[src/rtl/sc_regrandom_pkg.sv]
// rtl/sc_regrandom_pkg.sv - shared types and constants for the ranged random generator
//
// Purpose: FSM state encoding, maximal-length LFSR tap masks indexed by
// width (4..16), and the default seed shared by the LFSR datapath and the
// draw controller.
// Ports: none (package).

package sc_regrandom_pkg;

  typedef enum logic [1:0] {
    ST_IDLE  = 2'd0,
    ST_SHIFT = 2'd1,
    ST_CHECK = 2'd2,
    ST_DONE  = 2'd3
  } rr_state_t;

  localparam int unsigned MIN_WIDTH = 4;
  localparam int unsigned MAX_WIDTH = 16;

  localparam logic [15:0] DEFAULT_SEED = 16'h0099;

  // Bit i set means bit [i] of the register feeds the XOR that is shifted
  // into bit 0. Every entry gives a maximal period of 2**W - 1.
  localparam logic [15:0] TAP_TABLE [MIN_WIDTH:MAX_WIDTH] = '{
    16'h000C,  // 4 : [3] [2]
    16'h0014,  // 5 : [4] [2]
    16'h0030,  // 6 : [5] [4]
    16'h0060,  // 7 : [6] [5]
    16'h00B8,  // 8 : [7] [5] [4] [3]
    16'h0110,  // 9 : [8] [4]
    16'h0240,  // 10: [9] [6]
    16'h0500,  // 11: [10] [8]
    16'h0829,  // 12: [11] [5] [3] [0]
    16'h100D,  // 13: [12] [3] [2] [0]
    16'h2015,  // 14: [13] [4] [2] [0]
    16'h6000,  // 15: [14] [13]
    16'hD008   // 16: [15] [14] [12] [3]
  };

endpackage

[src/rtl/sc_regrandom_lfsr.sv]
// rtl/sc_regrandom_lfsr.sv - left-shifting Fibonacci LFSR with seed load
//
// Purpose: holds the random state; loads a seed, advances one step when
// asked, and (with SC_REGRANDOM_ZEROGUARD_EN defined) refuses to stay in
// or be loaded with the all-zero lock-up state, substituting SEED instead.
// Ports:
//   clk        in   clock, rising edge
//   rst        in   asynchronous active-high reset, state <= SEED
//   load       in   load load_value next edge (highest priority)
//   load_value in   seed value
//   advance    in   shift one step next edge
//   state      out  current register contents

module sc_regrandom_lfsr
  import sc_regrandom_pkg::*;
#(
  parameter int unsigned      WIDTH = 8,
  parameter logic [WIDTH-1:0] SEED  = WIDTH'(DEFAULT_SEED)
) (
  input  logic             clk,
  input  logic             rst,
  input  logic             load,
  input  logic [WIDTH-1:0] load_value,
  input  logic             advance,
  output logic [WIDTH-1:0] state
);

  localparam logic [15:0]      TAPS_FULL = TAP_TABLE[WIDTH];
  localparam logic [WIDTH-1:0] TAPS      = TAPS_FULL[WIDTH-1:0];

  logic [WIDTH-1:0] state_q;
  logic             feedback;

  assign feedback = ^(state_q & TAPS);
  assign state    = state_q;

  always_ff @(posedge clk or posedge rst) begin
    if (rst) begin
      state_q <= SEED;
    end else if (load) begin
`ifdef SC_REGRANDOM_ZEROGUARD_EN
      state_q <= (load_value == '0) ? SEED : load_value;
`else
      state_q <= load_value;
`endif
    end
`ifdef SC_REGRANDOM_ZEROGUARD_EN
    else if (state_q == '0) begin
      state_q <= SEED;
    end
`endif
    else if (advance) begin
      state_q <= {state_q[WIDTH-2:0], feedback};
    end
  end

endmodule

[src/rtl/sc_regrandom_ranged.sv]
// rtl/sc_regrandom_ranged.sv - LFSR random generator with bounded rejection draws
//
// Purpose: on request, shifts the LFSR STEPS times, masks the result down
// to the smallest power-of-two range covering the limit and accepts it if
// below the limit; otherwise retries up to MAXTRIES times, then returns 0
// with fallback set. Optional zero guard: SC_REGRANDOM_ZEROGUARD_EN.
// Ports:
//   SC_RegRANDOM_CLOCK_50          in   clock, rising edge
//   SC_RegRANDOM_RESET_InHigh      in   asynchronous active-high reset
//   SC_RegRANDOM_run_InLow         in   low = free-run LFSR while idle
//   SC_RegRANDOM_seedLoad_InHigh   in   seed load, aborts any draw
//   SC_RegRANDOM_seed_InBUS        in   seed value
//   SC_RegRANDOM_req_InHigh        in   draw request (sampled when idle)
//   SC_RegRANDOM_limit_InBUS       in   exclusive bound N, 0 = full range
//   SC_RegRANDOM_data_OutBUS       out  drawn value, held between draws
//   SC_RegRANDOM_valid_OutHigh     out  one-cycle result strobe
//   SC_RegRANDOM_busy_OutHigh      out  draw in progress
//   SC_RegRANDOM_fallback_OutHigh  out  result came from exhausted tries
//   SC_RegRANDOM_state_OutBUS      out  raw LFSR register

module sc_regrandom_ranged
  import sc_regrandom_pkg::*;
#(
  parameter int unsigned RegRANDOM_DATAWIDTH = 8,
  parameter logic [15:0] RegRANDOM_SEED      = DEFAULT_SEED,
  parameter int unsigned RegRANDOM_STEPS     = RegRANDOM_DATAWIDTH,
  parameter int unsigned RegRANDOM_MAXTRIES  = 4
) (
  input  logic                           SC_RegRANDOM_CLOCK_50,
  input  logic                           SC_RegRANDOM_RESET_InHigh,
  input  logic                           SC_RegRANDOM_run_InLow,
  input  logic                           SC_RegRANDOM_seedLoad_InHigh,
  input  logic [RegRANDOM_DATAWIDTH-1:0] SC_RegRANDOM_seed_InBUS,
  input  logic                           SC_RegRANDOM_req_InHigh,
  input  logic [RegRANDOM_DATAWIDTH-1:0] SC_RegRANDOM_limit_InBUS,
  output logic [RegRANDOM_DATAWIDTH-1:0] SC_RegRANDOM_data_OutBUS,
  output logic                           SC_RegRANDOM_valid_OutHigh,
  output logic                           SC_RegRANDOM_busy_OutHigh,
  output logic                           SC_RegRANDOM_fallback_OutHigh,
  output logic [RegRANDOM_DATAWIDTH-1:0] SC_RegRANDOM_state_OutBUS
);

  localparam int unsigned      W          = RegRANDOM_DATAWIDTH;
  localparam logic [W-1:0]     SEED_W     = RegRANDOM_SEED[W-1:0];
  localparam logic [4:0]       STEPS_LAST = 5'(RegRANDOM_STEPS - 1);
  localparam logic [3:0]       MAXTRIES_C = 4'(RegRANDOM_MAXTRIES);

  rr_state_t    fsm_q;
  logic [4:0]   step_cnt_q;
  logic [3:0]   tries_q;
  logic [W-1:0] limit_q;
  logic [W-1:0] result_q;
  logic         result_fb_q;
  logic [W-1:0] data_q;
  logic         valid_q;
  logic         busy_q;
  logic         fallback_q;

  logic [W-1:0] lfsr_state;
  logic [W-1:0] mask;
  logic [W-1:0] candidate;
  logic         accept;
  logic         lfsr_advance;

  assign lfsr_advance = (fsm_q == ST_SHIFT) ||
                        ((fsm_q == ST_IDLE) && !SC_RegRANDOM_run_InLow);

  sc_regrandom_lfsr #(
    .WIDTH (W),
    .SEED  (SEED_W)
  ) u_lfsr (
    .clk        (SC_RegRANDOM_CLOCK_50),
    .rst        (SC_RegRANDOM_RESET_InHigh),
    .load       (SC_RegRANDOM_seedLoad_InHigh),
    .load_value (SC_RegRANDOM_seed_InBUS),
    .advance    (lfsr_advance),
    .state      (lfsr_state)
  );

  // Smear (N-1) down to all lower bits so the candidate range is the
  // smallest power of two covering N. N=0 wraps to all ones (full range),
  // N=1 gives an empty mask so the only candidate is 0.
  always_comb begin
    mask = limit_q - W'(1);
    for (int i = int'(W) - 2; i >= 0; i--) begin
      mask[i] = mask[i] | mask[i+1];
    end
    candidate = lfsr_state & mask;
    accept    = (limit_q == '0) || (candidate < limit_q);
  end

  // The result is staged in result_q at CHECK and only published in DONE,
  // so a seed load that aborts a draw in DONE leaves the outputs untouched.
  always_ff @(posedge SC_RegRANDOM_CLOCK_50 or posedge SC_RegRANDOM_RESET_InHigh) begin
    if (SC_RegRANDOM_RESET_InHigh) begin
      fsm_q       <= ST_IDLE;
      step_cnt_q  <= '0;
      tries_q     <= '0;
      limit_q     <= '0;
      result_q    <= '0;
      result_fb_q <= 1'b0;
      data_q      <= '0;
      valid_q     <= 1'b0;
      busy_q      <= 1'b0;
      fallback_q  <= 1'b0;
    end else begin
      valid_q <= 1'b0;
      if (SC_RegRANDOM_seedLoad_InHigh) begin
        fsm_q      <= ST_IDLE;
        busy_q     <= 1'b0;
        step_cnt_q <= '0;
      end else begin
        case (fsm_q)
          ST_IDLE: begin
            if (SC_RegRANDOM_req_InHigh) begin
              limit_q    <= SC_RegRANDOM_limit_InBUS;
              tries_q    <= '0;
              step_cnt_q <= '0;
              busy_q     <= 1'b1;
              fsm_q      <= ST_SHIFT;
            end
          end
          ST_SHIFT: begin
            if (step_cnt_q == STEPS_LAST) begin
              step_cnt_q <= '0;
              fsm_q      <= ST_CHECK;
            end else begin
              step_cnt_q <= step_cnt_q + 5'd1;
            end
          end
          ST_CHECK: begin
            if (accept) begin
              result_q    <= candidate;
              result_fb_q <= 1'b0;
              fsm_q       <= ST_DONE;
            end else if ((tries_q + 4'd1) < MAXTRIES_C) begin
              tries_q <= tries_q + 4'd1;
              fsm_q   <= ST_SHIFT;
            end else begin
              result_q    <= '0;
              result_fb_q <= 1'b1;
              fsm_q       <= ST_DONE;
            end
          end
          ST_DONE: begin
            data_q     <= result_q;
            fallback_q <= result_fb_q;
            valid_q    <= 1'b1;
            busy_q     <= 1'b0;
            fsm_q      <= ST_IDLE;
          end
          default: fsm_q <= ST_IDLE;
        endcase
      end
    end
  end

  assign SC_RegRANDOM_data_OutBUS      = data_q;
  assign SC_RegRANDOM_valid_OutHigh    = valid_q;
  assign SC_RegRANDOM_busy_OutHigh     = busy_q;
  assign SC_RegRANDOM_fallback_OutHigh = fallback_q;
  assign SC_RegRANDOM_state_OutBUS     = lfsr_state;

endmodule

[config.mk]
export PLATFORM = sky130hd
export DESIGN_NAME = sc_regrandom_ranged
export DESIGN_NICKNAME = d
export VERILOG_FILES = /design/src/rtl/sc_regrandom_pkg.sv /design/src/rtl/sc_regrandom_lfsr.sv /design/src/rtl/sc_regrandom_ranged.sv
export SDC_FILE = /design/constraint.sdc
export NUM_CORES = 1
export LEC_CHECK = 0
export CELL_PAD_IN_SITES_DETAIL_PLACEMENT = 1
export CELL_PAD_IN_SITES_GLOBAL_PLACEMENT = 2
export CORE_MARGIN = 10
export CORE_UTILIZATION = 36
export DETAILED_ROUTE_END_ITERATION = 8
export GPL_TIMING_DRIVEN = 0
export PLACE_DENSITY = 0.95
export SLEW_MARGIN = 0
export SYNTH_ARGS = -nofsm -noshare
export SYNTH_HDL_FRONTEND = slang
export SYNTH_SLANG_ARGS = --single-unit
[constraint.sdc]
create_clock -name SC_RegRANDOM_CLOCK_50 -period 4.9 [get_ports SC_RegRANDOM_CLOCK_50]
set_clock_uncertainty 0.1 [all_clocks]
set_input_delay 1.225 -clock SC_RegRANDOM_CLOCK_50 [delete_from_list [all_inputs] [get_ports SC_RegRANDOM_CLOCK_50]]
set_output_delay 1.225 -clock SC_RegRANDOM_CLOCK_50 [all_outputs]
set_load 0.01 [all_outputs]
[Word level (Yosys, flattened, before mapping)]
Cells that the tools add are included.
W data, S select, Z words.
Storage, ports and cells
  bits in registers: 47
  input port bits: 21
  output and inout bits: 19
  word-level logic and storage cells: 78
Cells by class
  add/subtract/negate cells: 3
  order comparisons: 2
  equality and inequality tests: 10
  mux-type cells: 25
  bitwise operators: 9
  reductions and logical operators: 18
Operator list (number)
  $mux W8: 4
  $mux W5: 3
  $mux W4: 3
  $mux W2: 5
  $pmux W5 S2: 1
  $and A8 B8 Y8: 1
  $logic_not A8 Y1: 1
  $lt A8 B8 Y1: 1
  $ne A2 B2 Y1 const B: 4
  $pmux W2 S4: 1
  $pmux W4 S2: 1
  $reduce_and A2 Y1: 4
  $reduce_xor A8 Y1: 1
  $sub A8 B1 Y8 const B: 1
  $or A1 B1 Y1: 7
  $mux W1: 6
  $reduce_and A3 Y1: 2
  $reduce_bool A3 Y1: 2
  $add A5 B1 Y5 const B: 1
  $eq A5 B3 Y1 const B: 1
  $reduce_and A5 Y1: 1
  $add A4 B1 Y4 const B: 1
  $eq A2 B2 Y1 const B: 2
  $lt A4 B3 Y1 const B: 1
  10 further kinds: 12

[Longest topological paths before layout]
Gate-level depths: netlist (run 1).
  depth after elaboration: 14
  depth in mapped cells: 15
  depth with buffers taken out: 14

[Hierarchy]
A second synthesis (run 1) with hierarchy kept.
Second synthesis, totals
  cells, all modules: 278
  area, all modules: 2572.5 µm²
By module, submodules not included
  sc_regrandom_ranged: times used 1, cells each 239, area an instance 2169.6 µm², seq. area each 975.9 µm²
  sc_regrandom_lfsr: times used 1, cells each 39, area an instance 402.9 µm², seq. area each 205.2 µm²

[Least setup slack after synthesis (run 1)]
No wires, ideal clock.
  path kind: register -> register
  start point: reg limit_q[0]
  end point: reg tries_q[2]
  setup time: 0.119 ns
  arrival time: 2.895 ns
  data required time: 4.681 ns
  slack: 1.786 ns
  stages on the path, launching flop included: 15
  buffers on the path: 1
  period minus slack after synthesis: 3.114 ns
  cell sequence: dfrtp_1 > buf_6 > inv_1 > ha_1 > o21bai_1 > a211o_1 > a211oi_2 > and2b_4 > ha_1 > o211ai_1 > o21ai_0 > nand3_1 > a21o_4 > a31o_1 > and2_1
On the way
  word-level cells in the longest chain between the ends: 13
  elaborated cells between the ends (all ways): 14
  classes of those cells: add/sub (1); order compare (1); eq/ne (1); bitwise (8); reduce/logical (3)
RTL lines
  start, declared: line sc_regrandom_ranged.sv:51  | logic [W-1:0] limit_q;
  start signal, assigned: line sc_regrandom_ranged.sv:116  | limit_q <= SC_RegRANDOM_limit_InBUS;
  $sub A8 B1 Y8: line sc_regrandom_ranged.sv:84  | mask = limit_q - W'(1);
  $or A1 B1 Y1 (7 in series): line sc_regrandom_ranged.sv:86  | mask[i] = mask[i] | mask[i+1];
  $and A8 B8 Y8: line sc_regrandom_ranged.sv:88  | candidate = lfsr_state & mask;
  $lt A8 B8 Y1: line sc_regrandom_ranged.sv:89  | accept = (limit_q == '0) || (candidate < limit_q);
  $logic_or A1 B1 Y1 *: line sc_regrandom_ranged.sv:89
  $ne A2 B2 Y1 (no source line) *
  $reduce_and A5 Y1 (no source line) *
  end signal, assigned: line sc_regrandom_ranged.sv:137  | tries_q <= tries_q + 4'd1;
  end, declared: line sc_regrandom_ranged.sv:50  | logic [3:0] tries_q;
Mark *: on every way between the ends. The rest lies on a longest branch, timed or not.
A chain may end at the register's enable or synchronous reset.

[Worst setup path in the final report (run 1)]
  start point: reg limit_q[1]
  end point: reg tries_q[0]
The elaborated chain is that of the path after synthesis.

==> impl_metrics.tcl, run 1 <==
set metrics [dict create \
    gr-usage-all-layers 0.117 \
    power_frac_comb 0.492 \
    cts_made_buffers 5 \
    placed_cell_area_sq_mm 0.00310 \
    synth_ff_type "sky130_fd_sc_hd__dfrtp_1" \
    core-area_sq_mm 0.00687 \
    criticalPathCategory "register to register" \
    power.sequential.fraction 0.376 \
    globalRouteOverflowTotal 0 \
    io_buffer_count 38 \
    ctsResizeCount 0 \
    timing.slew.headroom 0.418 \
    endpoint "tries_q[0]$_DFFE_PP0P_" \
    worstSetupEndpointType "register" \
    deepest_clock_path_buffer_count 2 \
    synth_cell_types 52 \
    finished_layout_cells 414 \
    cts-htree-levels 2 \
    wl_per_cell_um 15.5 \
    via_count_of_the_first_global_routing_pass 2216 \
    top_level_ports 40 \
    drive_gt1_frac 0.0849 \
    nFillCells 816 \
    synth_most_common_cell "sky130_fd_sc_hd__nand2_1" \
    grt_start_max_net_pins 27 \
    yosysSeqAreaShare 0.459 \
    status "finished clean" \
    critPathArrivalTime_ns 3.71 \
    antenna_found_initial 0 \
    reg2reg_setup_slack_ns 1.29 \
    detailroute.via_count 2140 \
    row_count 30 \
    remaining_drc_errors 0 \
    global_route_wire_length_before_repair_um 10800 \
    drt-initial-drc-count 91 \
    final_period_minus_worst_setup_slack_ns 3.61 \
    avgSynthCellArea_sq_um 9.50 \
    netSwitchingPower_uw 722 \
    fp.dieH_um 105 \
    yosys-top-cells-count "sky130_fd_sc_hd__nand2_1, sky130_fd_sc_hd__dfrtp_1, sky130_fd_sc_hd__nor2_1, sky130_fd_sc_hd__o21ai_0, sky130_fd_sc_hd__a21oi_1" \
    multi_input_comb_area_sq_mm 0.00130 \
    cells_after_dpl 406 \
    maxCapViolCount 0 \
    clk_pin_slew_worst_paths_ns 0.08 \
    crit_path_max_fanout 10 \
    timing.final.hold_violations 0 \
    insertion_delay_ns 0.31 \
    dp_hpwl_um 5070 \
    crit_path_start "limit_q[1]$_DFFE_PP0P_" \
    cts_tree "yes" \
    route.detailed.vias_per_inst 5.17 \
    power_per_cell_area_mw_per_mm2 550 \
    post_synth_main_area_contributors "sky130_fd_sc_hd__dfrtp_1, sky130_fd_sc_hd__nand2_1, sky130_fd_sc_hd__ha_1" \
    power_report.internal_total_uw 1030 \
    synthToLayoutAreaGrowth_pct 23.4 \
    synth.yosys.warnings 0 \
    synth_async_sr_flop_share 1.00 \
    setup_tns_ns 0 \
    worst_r2r_endpoint "tries_q[0]$_DFFE_PP0P_" \
    clkPwrFrac 0.132 \
    mappedNetlistArea_sq_mm 0.00257 \
    layout.area.seq_sq_mm 0.00118 \
    stdcell_area_sq_mm 0.00318 \
    cts_post_setup_buffers_inserted 0 \
    crit-reg2reg-launch "limit_q[1]$_DFFE_PP0P_" \
    numClockSinks 47 \
    timing.final.crit_share 0.737 \
    tightest_slew_ns 0.867 \
    required_ns 5.00 \
    drt-total-wl_um 6440 \
    rr_worst_depth 13 \
    ys_ff_latch 47 \
    startpoint_type "register" \
    min-delay-path-class "register to register" \
    die_area_sq_mm 0.0109 \
    syn-num-nets 302 \
    rsz_0062_raised_after_global_routing "false" \
    synth_edf_count 0 \
    finalSetupViolCount 0 \
    antenna-diode-count 0 \
    die_w_um 105 \
    synth_top_area_cell "sky130_fd_sc_hd__dfrtp_1" \
    max_freq_ghz 0.277 \
    final_antenna_net_count 0 \
    max-vdd-ir-drop_uv 197 \
    gp_congestion 0.778 \
    cts-hold-fix-buffers 0 \
    yosysTopAreaCellShare 0.418 \
    clock_root_buffer "sky130_fd_sc_hd__clkbuf_8" \
    post_synthesis_cells 271 \
    firstDrtPassIters 4 \
    design.final.nets 348 \
    hold_path_startpoint "SC_RegRANDOM_data_OutBUS[7]$_DFFE_PP0P_" \
    start_util 0.375 \
    power.share.switching 0.413 \
    timing_max_transition_violations_final 0 \
    power_leakage_uw 0.00139 \
]
[state kept, by name, indices dropped and copies added, names as in the netlist]
name,count
limit_q,8
SC_RegRANDOM_data_OutBUS,8
SC_RegRANDOM_fallback_OutHigh,1
SC_RegRANDOM_busy_OutHigh,1
tries_q,4
u_lfsr.state,8
fsm_q,2
step_cnt_q,5
SC_RegRANDOM_valid_OutHigh,1
result_fb_q,1
result_q,8
[area by class of cell]
class	count	share of cell area
Sequential cell	47	0.372
Buffer	9	0.0154
Multi-Input combinational cell	203	0.409
Clock inverter	1	0.00158
Inverter	12	0.0142
Tap cell	96	0.0378
Clock buffer	7	0.0240
Timing Repair Buffer	39	0.126
[power by group through the flow]
stage,clock network (uW),logic (uW),registers [uW]
final,231,860,657
after global routing,252,965,682
after CTS,239,873,659
after detailed placement,0,862,665
after global placement,0,830,656
after floorplan,0,556,653
[critical path: stages, from the launching register on]
cell	delay [ns]
sky130_fd_sc_hd__dfrtp_1	0.46
sky130_fd_sc_hd__inv_1	0.16
sky130_fd_sc_hd__ha_1	0.31
sky130_fd_sc_hd__nor4b_1	0.40
sky130_fd_sc_hd__a32oi_1	0.15
sky130_fd_sc_hd__a211oi_2	0.34
sky130_fd_sc_hd__and2b_4	0.25
sky130_fd_sc_hd__ha_1	0.27
sky130_fd_sc_hd__o211ai_1	0.07
sky130_fd_sc_hd__o21ai_0	0.18
sky130_fd_sc_hd__nand3_1	0.16
sky130_fd_sc_hd__a21o_4	0.24
sky130_fd_sc_hd__buf_6	0.14
sky130_fd_sc_hd__o311ai_2	0.27
[layer usage]
| metal | share of wire | global-route usage | wire length [um] | up-vias |
|---|---|---|---|---|
| met5 | 0 | 0 | 0 | - |
| met4 | 0.017 | 0.0500 | 112 | 0 |
| met3 | 0.054 | 0.0332 | 346 | 8 |
| met2 | 0.48 | 0.189 | 3060 | 34 |
| met1 | 0.45 | 0.141 | 2920 | 1055 |
| li1 | - | - | - | 1043 |
[placed cells by master, fill, tap and decap left out, types with 4 or more instances in the layout]
cell                              count
sky130_fd_sc_hd__inv_1               10
sky130_fd_sc_hd__o21a_1               4
sky130_fd_sc_hd__dfstp_2              4
sky130_fd_sc_hd__mux2i_1              7
sky130_fd_sc_hd__nor2_1              19
sky130_fd_sc_hd__nand2_1             51
sky130_fd_sc_hd__and2_1               9
sky130_fd_sc_hd__ha_1                10
sky130_fd_sc_hd__clkbuf_8             5
sky130_fd_sc_hd__a32o_1               8
sky130_fd_sc_hd__xnor2_1              6
sky130_fd_sc_hd__clkbuf_1             8
sky130_fd_sc_hd__nand3_1              5
sky130_fd_sc_hd__a21oi_1             16
sky130_fd_sc_hd__nor3_1               8
sky130_fd_sc_hd__clkdlybuf4s50_1     38
sky130_fd_sc_hd__dfrtp_1             43
sky130_fd_sc_hd__o21ai_0             18
[metrics by stage]
step	setup slack, ns	hold WS [ns]	total power (uW)	utilization
final	1.29	0.374	1750	0.462
after CTS	1.32	0.380	1770	0.462
after detailed placement	1.33	0.360	1530	0.451
after floorplan	1.79	0.339	1210	-
after global placement	1.40	0.358	1490	0.448
after global routing	0.913	0.397	1900	0.462
[worst min path at each step]
| stage | end | slack (ns) | depth (start not counted) |
|---|---|---|---|
| floorplan | SC_RegRANDOM_data_OutBUS[0]$_DFFE_PP0P_ | 0.34 | 2 |
| finish | SC_RegRANDOM_data_OutBUS[7]$_DFFE_PP0P_ | 0.37 | 2 |
| global placement | SC_RegRANDOM_data_OutBUS[5]$_DFFE_PP0P_ | 0.36 | 2 |
| CTS | SC_RegRANDOM_data_OutBUS[5]$_DFFE_PP0P_ | 0.38 | 2 |
| global route | SC_RegRANDOM_data_OutBUS[5]$_DFFE_PP0P_ | 0.40 | 2 |
| detailed placement | SC_RegRANDOM_data_OutBUS[5]$_DFFE_PP0P_ | 0.36 | 2 |
[logic make-up (layout without fill, tap and decap cells)]
kind of cell	count (synthesis)	in the layout	synth area share
AO/OA/AOI/OAI	70	70	0.205
buffers and inverters	21	68	0.0364
multiplexers	8	8	0.0316
AND/OR/NAND/NOR	109	109	0.200
XOR/XNOR	6	6	0.0204
flip-flops	47	47	0.459
adder cells (fa/ha/maj)	10	10	0.0486
(Power assumes the default switching activity.)
==> run 2, diff against run 1 <==
Settings changed: CORE_UTILIZATION 36 to 30, PLACE_DENSITY 0.95 to 0.86.
Clock period 4.9 ns to 3.1 ns, I/O delays scaled along.
==> run 2 against run 1 <==
  * Global-route usage down 0.90 points
  * Largest cell class unchanged
  * Clock-buffer cell count down 2
  * Combinational power is 90% higher
  * Sequential power up 63%
  * Via count up 1.7%
  * Cell count increased by 4.3%
  * Die area grew 16%
  * Worst hold slack better by 0.0037 ns
  * Sequential cell count unchanged
==> impl_metrics.tcl, run 2 (synthesized netlist as in run 1, its figures left out) <==
set metrics [dict create \
    drive_gt1_frac 0.171 \
    wl_per_cell_um 16.2 \
    die_area_sq_mm 0.0127 \
    final_antenna_net_count 0 \
    finalSetupViolCount 0 \
    status "finished clean" \
    worstSetupEndpointType "register" \
    timing_max_transition_violations_final 0 \
    rr_worst_depth 14 \
    timing.hold.worst_path_depth 2 \
    cts-hold-fix-buffers 0 \
    fp.dieH_um 113 \
    route.detailed.vias_per_inst 5.04 \
    remaining_drc_errors 0 \
    power_leakage_uw 0.00147 \
    final_period_minus_worst_setup_slack_ns 3.04 \
    timing.final.hold_violations 0 \
    criticalPathCategory "register to register" \
    dp_hpwl_um 5290 \
    gr-usage-all-layers 0.108 \
    detailroute.via_count 2176 \
    tightest_slew_ns 0.907 \
    maxCapViolCount 0 \
    clock_root_buffer "sky130_fd_sc_hd__clkbuf_8" \
    max_freq_ghz 0.329 \
    min-delay-path-class "register to register" \
    reg2reg_setup_slack_ns 0.06 \
    cts_tree "yes" \
    antenna_found_initial 0 \
    cts_made_buffers 5 \
    global_route_wire_length_before_repair_um 11600 \
    max-vdd-ir-drop_uv 311 \
    globalRouteOverflowTotal 0 \
    final_core_utilization 0.411 \
    drt-initial-drc-count 81 \
    row_count 33 \
    most-common-layout-cells "sky130_fd_sc_hd__nand2_1, sky130_fd_sc_hd__dfrtp_1, sky130_fd_sc_hd__clkdlybuf4s50_1" \
    timing.final.crit_share 0.981 \
    insertion_delay_ns 0.30 \
    start_util 0.310 \
    cts-htree-levels 2 \
    timing.hold.ws_ns 0.378 \
    final_common_cell "sky130_fd_sc_hd__nand2_1" \
    synthToLayoutAreaGrowth_pct 32.6 \
    via_count_of_the_first_global_routing_pass 2270 \
    grt_start_max_net_pins 27 \
    antenna-diode-count 0 \
    startpoint_type "register" \
    crit_path_max_fanout 7 \
    finished_layout_cells 432 \
    required_ns 3.20 \
    deepest_clock_path_buffer_count 2 \
    cells_after_dpl 415 \
    io_buffer_count 38 \
    rsz_0062_raised_after_global_routing "true" \
    top_level_ports 40 \
    firstDrtPassIters 4 \
    gp_congestion 0.827 \
    numClockSinks 47 \
    timing.slew.headroom 0.391 \
    design.final.nets 357 \
    critPathArrivalTime_ns 3.14 \
    core-area_sq_mm 0.00830 \
    clk_pin_slew_worst_paths_ns 0.09 \
    drt-total-wl_um 7000 \
    nFillCells 947 \
    die_w_um 113 \
    power_per_cell_area_mw_per_mm2 897 \
]
==> run 2: final timing paths <==
| check | startpoint | endpoint |
|---|---|---|
| setup / recovery | limit_q[0]$_DFFE_PP0P_ | tries_q[0]$_DFFE_PP0P_ |
| hold / removal | SC_RegRANDOM_data_OutBUS[0]$_DFFE_PP0P_ | SC_RegRANDOM_data_OutBUS[0]$_DFFE_PP0P_ |
| setup reg to reg | limit_q[0]$_DFFE_PP0P_ | tries_q[0]$_DFFE_PP0P_ |
| hold reg to reg | SC_RegRANDOM_data_OutBUS[0]$_DFFE_PP0P_ | SC_RegRANDOM_data_OutBUS[0]$_DFFE_PP0P_ |
| max in group asynchronous | SC_RegRANDOM_RESET_InHigh | limit_q[1]$_DFFE_PP0P_ |
| min in group asynchronous | SC_RegRANDOM_RESET_InHigh | tries_q[2]$_DFFE_PP0P_ |
==> run 2: worst max-delay path, stage by stage (launching register included) <==
cell and delay (ns):
sky130_fd_sc_hd__dfrtp_2 0.41, sky130_fd_sc_hd__clkinv_4 0.07, sky130_fd_sc_hd__ha_4 0.18, sky130_fd_sc_hd__o21bai_4 0.17, sky130_fd_sc_hd__a211o_1 0.30, sky130_fd_sc_hd__nand2_1 0.09, sky130_fd_sc_hd__nand2_1 0.09, sky130_fd_sc_hd__o21a_1 0.21
sky130_fd_sc_hd__ha_1 0.30, sky130_fd_sc_hd__o211ai_1 0.10, sky130_fd_sc_hd__o21ai_1 0.13, sky130_fd_sc_hd__nand3_1 0.13, sky130_fd_sc_hd__a21o_4 0.26, sky130_fd_sc_hd__clkbuf_16 0.17, sky130_fd_sc_hd__o311ai_4 0.22
==> run 2: power breakdown <==
part | internal (uW) | leakage, uW | switching [uW] | total [uW]
clock network | 155 | 0.0000477 | 208 | 362
logic | 796 | 0.000819 | 831 | 1630
registers | 828 | 0.000600 | 244 | 1070
==> run 2: layout make-up <==
type                       count  area (sq um)  area share
clock buffer                   5          68.8      0.0202
inverter                      12          52.6      0.0154
multi-input combinational    204          1430       0.420
tap                          105           131      0.0385
clock inverter                 3          15.0     0.00440
timing repair buffer          49           493       0.144
buffer                         7          37.5      0.0110
sequential                    47          1180       0.347
==> run 2: what timing repair did <==
| action | 4_1_cts | 5_1_grt |
|---|---|---|
| pin swaps | 6 | 12 |
| setup endpoints to repair | 14 | 14 |
| resized for setup | 11 | 19 |
| cloned | 1 | 1 |
| buffers inserted | 5 | 4 |
==> run 2: stage by stage <==
stage                     setup TNS (ns)  setup slack (ns)  total power [uW]  instance area [sq um]
final                                  0            0.0579              3060                   3410
after global routing               -1.77            -0.149              3330                   3410
after CTS                              0          0.000614              2920                   3300
after detailed placement           -5.10            -0.413              2410                   3110
after global placement             -5.05            -0.388              2370                   3090
after floorplan                        0            0.0213              1920                   2580
==> run 2: metal layers <==
| layer | global-route usage | routed length, um |
|---|---|---|
| met5 | 0 | 0 |
| met4 | 0.0330 | 79 |
| met3 | 0.0266 | 362 |
| met2 | 0.176 | 3350 |
| met1 | 0.136 | 3220 |
==> run 3, diff against run 2 <==
Settings changed: CORE_MARGIN 10 to 8, CTS_CLUSTER_SIZE from default to 40, MAX_ROUTING_LAYER from default to met4.
==> run 3 against run 2 <==
  * The run now ends with setup timing left
  * First-iteration DRC count down 37%
  * Core utilization down 0.44 points
  * Fmax down 2.5%
  * Sequential cell count unchanged
  * Sequential share of layout area down 0.52 points
  * Register-to-register slack worse by 0.08 ns
  * Combinational power up 6%
  * Total power up 5.3%
  * Die area down 7.0%
  * Worst setup slack worse by 0.078 ns
  * Critical path type unchanged
  * Largest power group unchanged
  * Highest routed layer unchanged
==> impl_metrics.tcl, run 3 (synthesized netlist as in run 1, its figures left out) <==
set metrics [dict create \
    drive_gt1_frac 0.170 \
    drt-total-wl_um 7060 \
    die_w_um 109 \
    max_freq_ghz 0.321 \
    dp_worst_setup_slack_ns -0.434 \
    insertion_delay_ns 0.30 \
    clock_root_buffer "sky130_fd_sc_hd__clkbuf_8" \
    timing.final.crit_share 1.01 \
    criticalPathCategory "register to register" \
    firstDrtPassIters 4 \
    gr-usage-all-layers 0.122 \
    required_ns 3.19 \
    route.detailed.vias_per_inst 4.95 \
    global_route_wire_length_before_repair_um 11400 \
    crit_path_cell_trace "buf_6 > inv_4 > ha_4 > buf_4 > nor2b_1 > a32oi_2 > a211oi_4 > and2b_4 > ha_4 > o211ai_1 > o21ai_1 > nand3_2 > a21o_4 > clkbuf_16 > a32o_1" \
    start_util 0.303 \
    antenna-diode-count 0 \
    wl_per_cell_um 16.1 \
    synthToLayoutAreaGrowth_pct 34.5 \
    final_period_minus_worst_setup_slack_ns 3.12 \
    cts_tree "yes" \
    deepest_clock_path_buffer_count 2 \
    via_count_of_the_first_global_routing_pass 2281 \
    setup_tns_ns -0.0199 \
    power.share.switching 0.408 \
    critical_path.max_stage_delay_ns 0.35 \
    failing_checks "setup timing" \
    cts-hold-fix-buffers 0 \
    min-delay-path-class "register to register" \
    antenna_found_initial 0 \
    io_buffer_count 38 \
    stdcell_area_sq_mm 0.00346 \
    most-common-layout-cells "sky130_fd_sc_hd__nand2_1, sky130_fd_sc_hd__dfrtp_1, sky130_fd_sc_hd__clkdlybuf4s50_1" \
    fp.dieH_um 109 \
    final_common_cell "sky130_fd_sc_hd__nand2_1" \
    maxCapViolCount 0 \
    clkPwrFrac 0.139 \
    drt-initial-drc-count 51 \
    rsz_0062_raised_after_global_routing "true" \
    dp_hpwl_um 4940 \
    nFillCells 988 \
    timing_max_transition_violations_final 0 \
    design.final.nets 360 \
    remaining_drc_errors 0 \
    grt_start_max_net_pins 27 \
    power_frac_comb 0.533 \
    power.sequential.fraction 0.328 \
    timing.final.hold_violations 0 \
    die_area_sq_mm 0.0118 \
    power_leakage_uw 0.00149 \
    globalRouteOverflowTotal 0 \
    row_count 34 \
    critPathArrivalTime_ns 3.21 \
    finalSetupViolCount 1 \
    cells_after_dpl 418 \
    top_level_ports 40 \
    cts-htree-levels 2 \
    startpoint_type "register" \
    status "complete, but fails checks" \
    placed_cell_area_sq_mm 0.00312 \
    numClockSinks 47 \
    netSwitchingPower_uw 1310 \
    tightest_slew_ns 1.03 \
    finished_layout_cells 438 \
    cts_made_buffers 5 \
    gp_congestion 0.855 \
    crit_path_max_fanout 6 \
    power_report.internal_total_uw 1910 \
    clk_pin_slew_worst_paths_ns 0.09 \
    detailroute.via_count 2170 \
    postLayoutSetupSlackWorst_ns -0.0199 \
    core-area_sq_mm 0.00851 \
    cpMaxStageDelayCell "sky130_fd_sc_hd__dfrtp_1" \
    worstSetupEndpointType "register" \
    power_per_cell_area_mw_per_mm2 931 \
    max-vdd-ir-drop_uv 295 \
    final_antenna_net_count 0 \
    timing.slew.headroom 0.310 \
    cp_common_cell "sky130_fd_sc_hd__ha_4" \
]
## run 3: metrics by stage
stage          total power [uW]  hold slack [ns]   util
2_1_floorplan              1920            0.339      -
6_report                   3220            0.375  0.407
3_3_place_gp               2360            0.358  0.364
4_1_cts                    3050            0.381  0.394
3_5_place_dp               2410            0.360  0.366
5_1_grt                    3460            0.404  0.407
## run 3: worst max-delay path: cells and delay by family (launching register included)
family / cells / cell delay (ns)
adder cells (fa/ha/maj): 2 / 0.43
AO/OA/AOI/OAI: 6 / 1.16
flip-flops: 1 / 0.35
AND/OR/NAND/NOR: 3 / 0.51
buffers and inverters: 4 / 0.47
## run 3: area by class of cell
type | instances | area, sq um | share of cell area
Clock inverter | 1 | 30.0 | 0.00867
Multi-Input combinational cell | 204 | 1440 | 0.414
Inverter | 12 | 47.5 | 0.0137
Buffer | 8 | 48.8 | 0.0141
Clock buffer | 7 | 76.3 | 0.0220
Sequential cell | 47 | 1180 | 0.341
Timing Repair Buffer | 51 | 508 | 0.147
Tap cell | 108 | 135 | 0.0390
## run 3: power by group through the flow
| stage | Sequential, uW | Clock [uW] | Combinational (uW) |
|---|---|---|---|
| finish | 1060 | 447 | 1720 |
| global route | 1100 | 481 | 1880 |
| CTS | 1050 | 460 | 1540 |
| detailed placement | 1050 | 0 | 1360 |
| global placement | 1040 | 0 | 1320 |
| floorplan | 1030 | 0 | 882 |
## run 3: per-layer routing
metal | up-vias | track usage | share of wire
li1 | 1074 | - | -
met1 | 1053 | 0.160 | 0.48
met2 | 37 | 0.194 | 0.49
met3 | 6 | 0.0160 | 0.028
met4 | 0 | 0.0352 | 0.011
met5 | - | - | 0
## run 3: repair_timing
item                                    CTS  global route
buffers inserted                          7             4
gates resized for setup                  14            12
cloned                                    1             1
pin swaps                                 7             7
endpoints found under the setup margin   14            14
## run 3: final timing paths
path	startpoint	to	slack, ns	cells past startpoint
worst max-delay path	limit_q[0]$_DFFE_PP0P_	result_q[6]$_DFFE_PP0P_	-0.02	15
worst min-delay path	result_q[1]$_DFFE_PP0P_	SC_RegRANDOM_data_OutBUS[1]$_DFFE_PP0P_	0.38	2
worst max register to register	limit_q[0]$_DFFE_PP0P_	result_q[6]$_DFFE_PP0P_	-0.02	15
worst min register to register	result_q[1]$_DFFE_PP0P_	SC_RegRANDOM_data_OutBUS[1]$_DFFE_PP0P_	0.38	2
max in group asynchronous	SC_RegRANDOM_RESET_InHigh	limit_q[1]$_DFFE_PP0P_	1.66	3
min in group asynchronous	SC_RegRANDOM_RESET_InHigh	tries_q[1]$_DFFE_PP0P_	0.72	2
==> patch, RTL diff (settings of run 2) <==
`RegRANDOM_DATAWIDTH`: 8 -> 10.
--- a/src/rtl/sc_regrandom_ranged.sv
+++ b/src/rtl/sc_regrandom_ranged.sv
@@ -21,7 +21,7 @@
 module sc_regrandom_ranged
   import sc_regrandom_pkg::*;
 #(
-  parameter int unsigned RegRANDOM_DATAWIDTH = 8,
+  parameter int unsigned RegRANDOM_DATAWIDTH = 10,
   parameter logic [15:0] RegRANDOM_SEED      = DEFAULT_SEED,
   parameter int unsigned RegRANDOM_STEPS     = RegRANDOM_DATAWIDTH,
   parameter int unsigned RegRANDOM_MAXTRIES  = 4
Ports: changed (resized SC_RegRANDOM_data_OutBUS, SC_RegRANDOM_limit_InBUS, SC_RegRANDOM_seed_InBUS and SC_RegRANDOM_state_OutBUS); port bits go from 40 to 48. The function was not compared with the original's and may differ.
==> patch against run 2 <==
The flow now finishes with violations (setup timing); critical path depth unchanged; sequential cell count up 8; sequential share of layout area down 0.90 points; wire length up 21%; count of clock-buffer cells in the layout unchanged; cell area up 20%; area after synthesis up 19%; utilization up 0.41 points; final cell count up 18%; worst setup slack worse by 0.51 ns; first-iteration DRC count down 11%.
Power is not compared: it rests on default switching activity, and its combinational part moved more than twofold at a synthesized area within 25%.
==> patch: results (changes against run 2) <==
Parameter                              Value

Place
  DPL Wire Length ... 6520 um (+23%)
  Number of port buffers ... 46 (+21%)
  Placer's final routability congestion estimate ... 0.772 (-6.7%)
  Placed Instance Area ... 3780 um2 (+22%)

Timing
  Final count of negative-setup-slack endpoints ... 16 (+16)
  Final critical-path setup slack ... -0.455 ns (-0.513 ns)
  Rel. slew slack ... 0.454 (+0.0632)

GRT
  Global-route wire length before repair ... 13700 um (+18%)
  Maximum number of pins on one net before global-route repair ... 38 (+41%)
  Gr usage total ... 0.116 (+0.00857)
  Number of antenna violations at the first check in global routing ... 0 (unchanged)
  Via count of the first global-routing pass ... 2694 (+19%)

Synthesis
  Synth top cells by count ... sky130_fd_sc_hd__dfrtp_1 (51), sky130_fd_sc_hd__nand2_1 (27), sky130_fd_sc_hd__inv_1 (24), sky130_fd_sc_hd__nor2_1 (24), sky130_fd_sc_hd__o21ai_0 (19)
  Count of unique library cells instantiated by Yosys ... 59 (+13%)
  Register area share after synthesis ... 0.449 (-0.00973)
  Dominant cells by area after synthesis ... sky130_fd_sc_hd__dfrtp_1 (41%), sky130_fd_sc_hd__ha_1 (5.7%), sky130_fd_sc_hd__mux2_2 (4.0%), sky130_fd_sc_hd__mux2i_1 (3.9%), sky130_fd_sc_hd__dfstp_2 (3.4%)
  Net count after synthesis ... 342 (+13%)
  Leading register cell type out of synthesis ... sky130_fd_sc_hd__dfrtp_1
  YS warnings ... 0 (unchanged)

Route
  DRT iter0 DRCs ... 72 (-11%)
  Post-DR vias/cell ... 4.90 (-2.7%)
  Wirelength, routed ... 8460 um (+21%)

Clocking
  Cts bufs inserted ... 5 (unchanged)
  Clock slew at the register clock pins of the worst setup and hold paths ... 0.10 ns
  Clock Root Buffer ... sky130_fd_sc_hd__clkbuf_8
  Latest clock arrival within the worst-skew pair ... 0.32 ns (+0.02 ns)

Critical path
  Family of cells with the greatest summed delay on the critical path ... simple AND/OR/NAND/NOR gates
  Master of the slowest instance on the critical path ... sky130_fd_sc_hd__or4_4
  Crit path launch ... limit_q[2]
  Arrival time worst endpoint ... 3.67 ns (+0.53 ns)
  Worst reg-to-reg path cell count ... 14 (unchanged)
  Delay of the slowest cell on the worst path ... 0.51 ns (+0.10 ns)
  Worst setup path endpoint ... result_q[4]

Worst hold path
  Class of the worst hold path ... register to register

Finish
  Layout cell share with drive strength beyond 1 ... 0.222 (+0.0510)
  Filler instances ... 1113 (+18%)
  Final #Nets ... 416 (+17%)

Pwr
  Power per cell area ... 475 nW/um2
  Maximum ir drop on the vdd rail ... 0.000185 V
  Power dissipated by switching net loads ... 688 uW
  Leakage ... 1.79 nW

Run status
  Failing checks ... setup timing
  Status ... complete, but fails checks
patch: changes by cell type in the layout (fill, tap and decap cells not counted), sizes merged, moves of 7 or more:
cell,delta
dfrtp,+8
o2bb2ai,+8
inv,+15
clkdlybuf4s50,+8
a32o,-7
nand2,-24
mux2,+13
buf,+12
patch: cell families after synthesis:
family                     count (synthesis)  share of synthesized area
DFF                                       55                      0.449
muxes                                     26                     0.0915
xor gates and xnor gates                   7                     0.0199
AOI/OAI and AO/OA                         70                      0.158
buffers and inverters                     34                     0.0464
and+or+nand+nor                           97                      0.179
adders and majority gates                 14                     0.0569
patch: area by class of cell:
type	count	area share
plain buffers	9	0.0101
multi-input cells	214	0.408
repair buffers	68	0.159
inverters	24	0.0226
clock inverters	3	0.00580
flip-flops and latches	55	0.338
well taps	133	0.0406
clock buffers	5	0.0168
patch: layer usage:
| metal | track usage | vias to the layer above | routed length, um |
|---|---|---|---|
| li1 | - | 1217 | - |
| met1 | 0.140 | 1242 | 3730 |
| met2 | 0.201 | 32 | 4340 |
| met3 | 0.0233 | 14 | 240 |
| met4 | 0.0410 | 0 | 157 |
| met5 | 0 | - | 0 |
patch: power groups by stage:
stage	Sequential, mW	Clock, mW	Combinational [mW]
floorplan	0.841	0	0.393
global placement	0.853	0	0.568
detailed placement	0.857	0	0.594
CTS	0.844	0.439	0.642
global route	0.853	0.462	0.750
finish	0.843	0.427	0.677
patch: timing repair:
| item | in CTS | in global routing |
|---|---|---|
| endpoints found under the hold margin | 0 | 0 |
| pin swaps | 5 | 10 |
| buffers inserted | 14 | 7 |
| resized for setup | 13 | 8 |
| setup endpoints to repair | 16 | 16 |
patch: stage by stage:
stage	worst slack, ns	TNS (ns)	std cells	power, mW	hold WS [ns]
6_report	-0.455	-6.59	511	1.95	0.398
5_1_grt	-0.633	-9.10	511	2.06	0.430
4_1_cts	-0.549	-7.73	505	1.93	0.405
3_5_place_dp	-0.869	-11.42	483	1.45	0.376
3_3_place_gp	-0.796	-17.74	482	1.42	0.366
2_1_floorplan	-0.419	-3.82	303	1.23	0.352
patch: worst min path at each step:
| stage | start | endpoint | depth (start not counted) |
|---|---|---|---|
| 6_report | result_q[3] | result_q[3] | 1 |
| 5_1_grt | result_q[0] | result_q[0] | 1 |
| 4_1_cts | result_q[3] | result_q[3] | 1 |
| 3_5_place_dp | result_q[3] | result_q[3] | 1 |
| 3_3_place_gp | SC_RegRANDOM_fallback_OutHigh | SC_RegRANDOM_fallback_OutHigh | 2 |
| 2_1_floorplan | result_q[0] | result_q[0] | 1 |
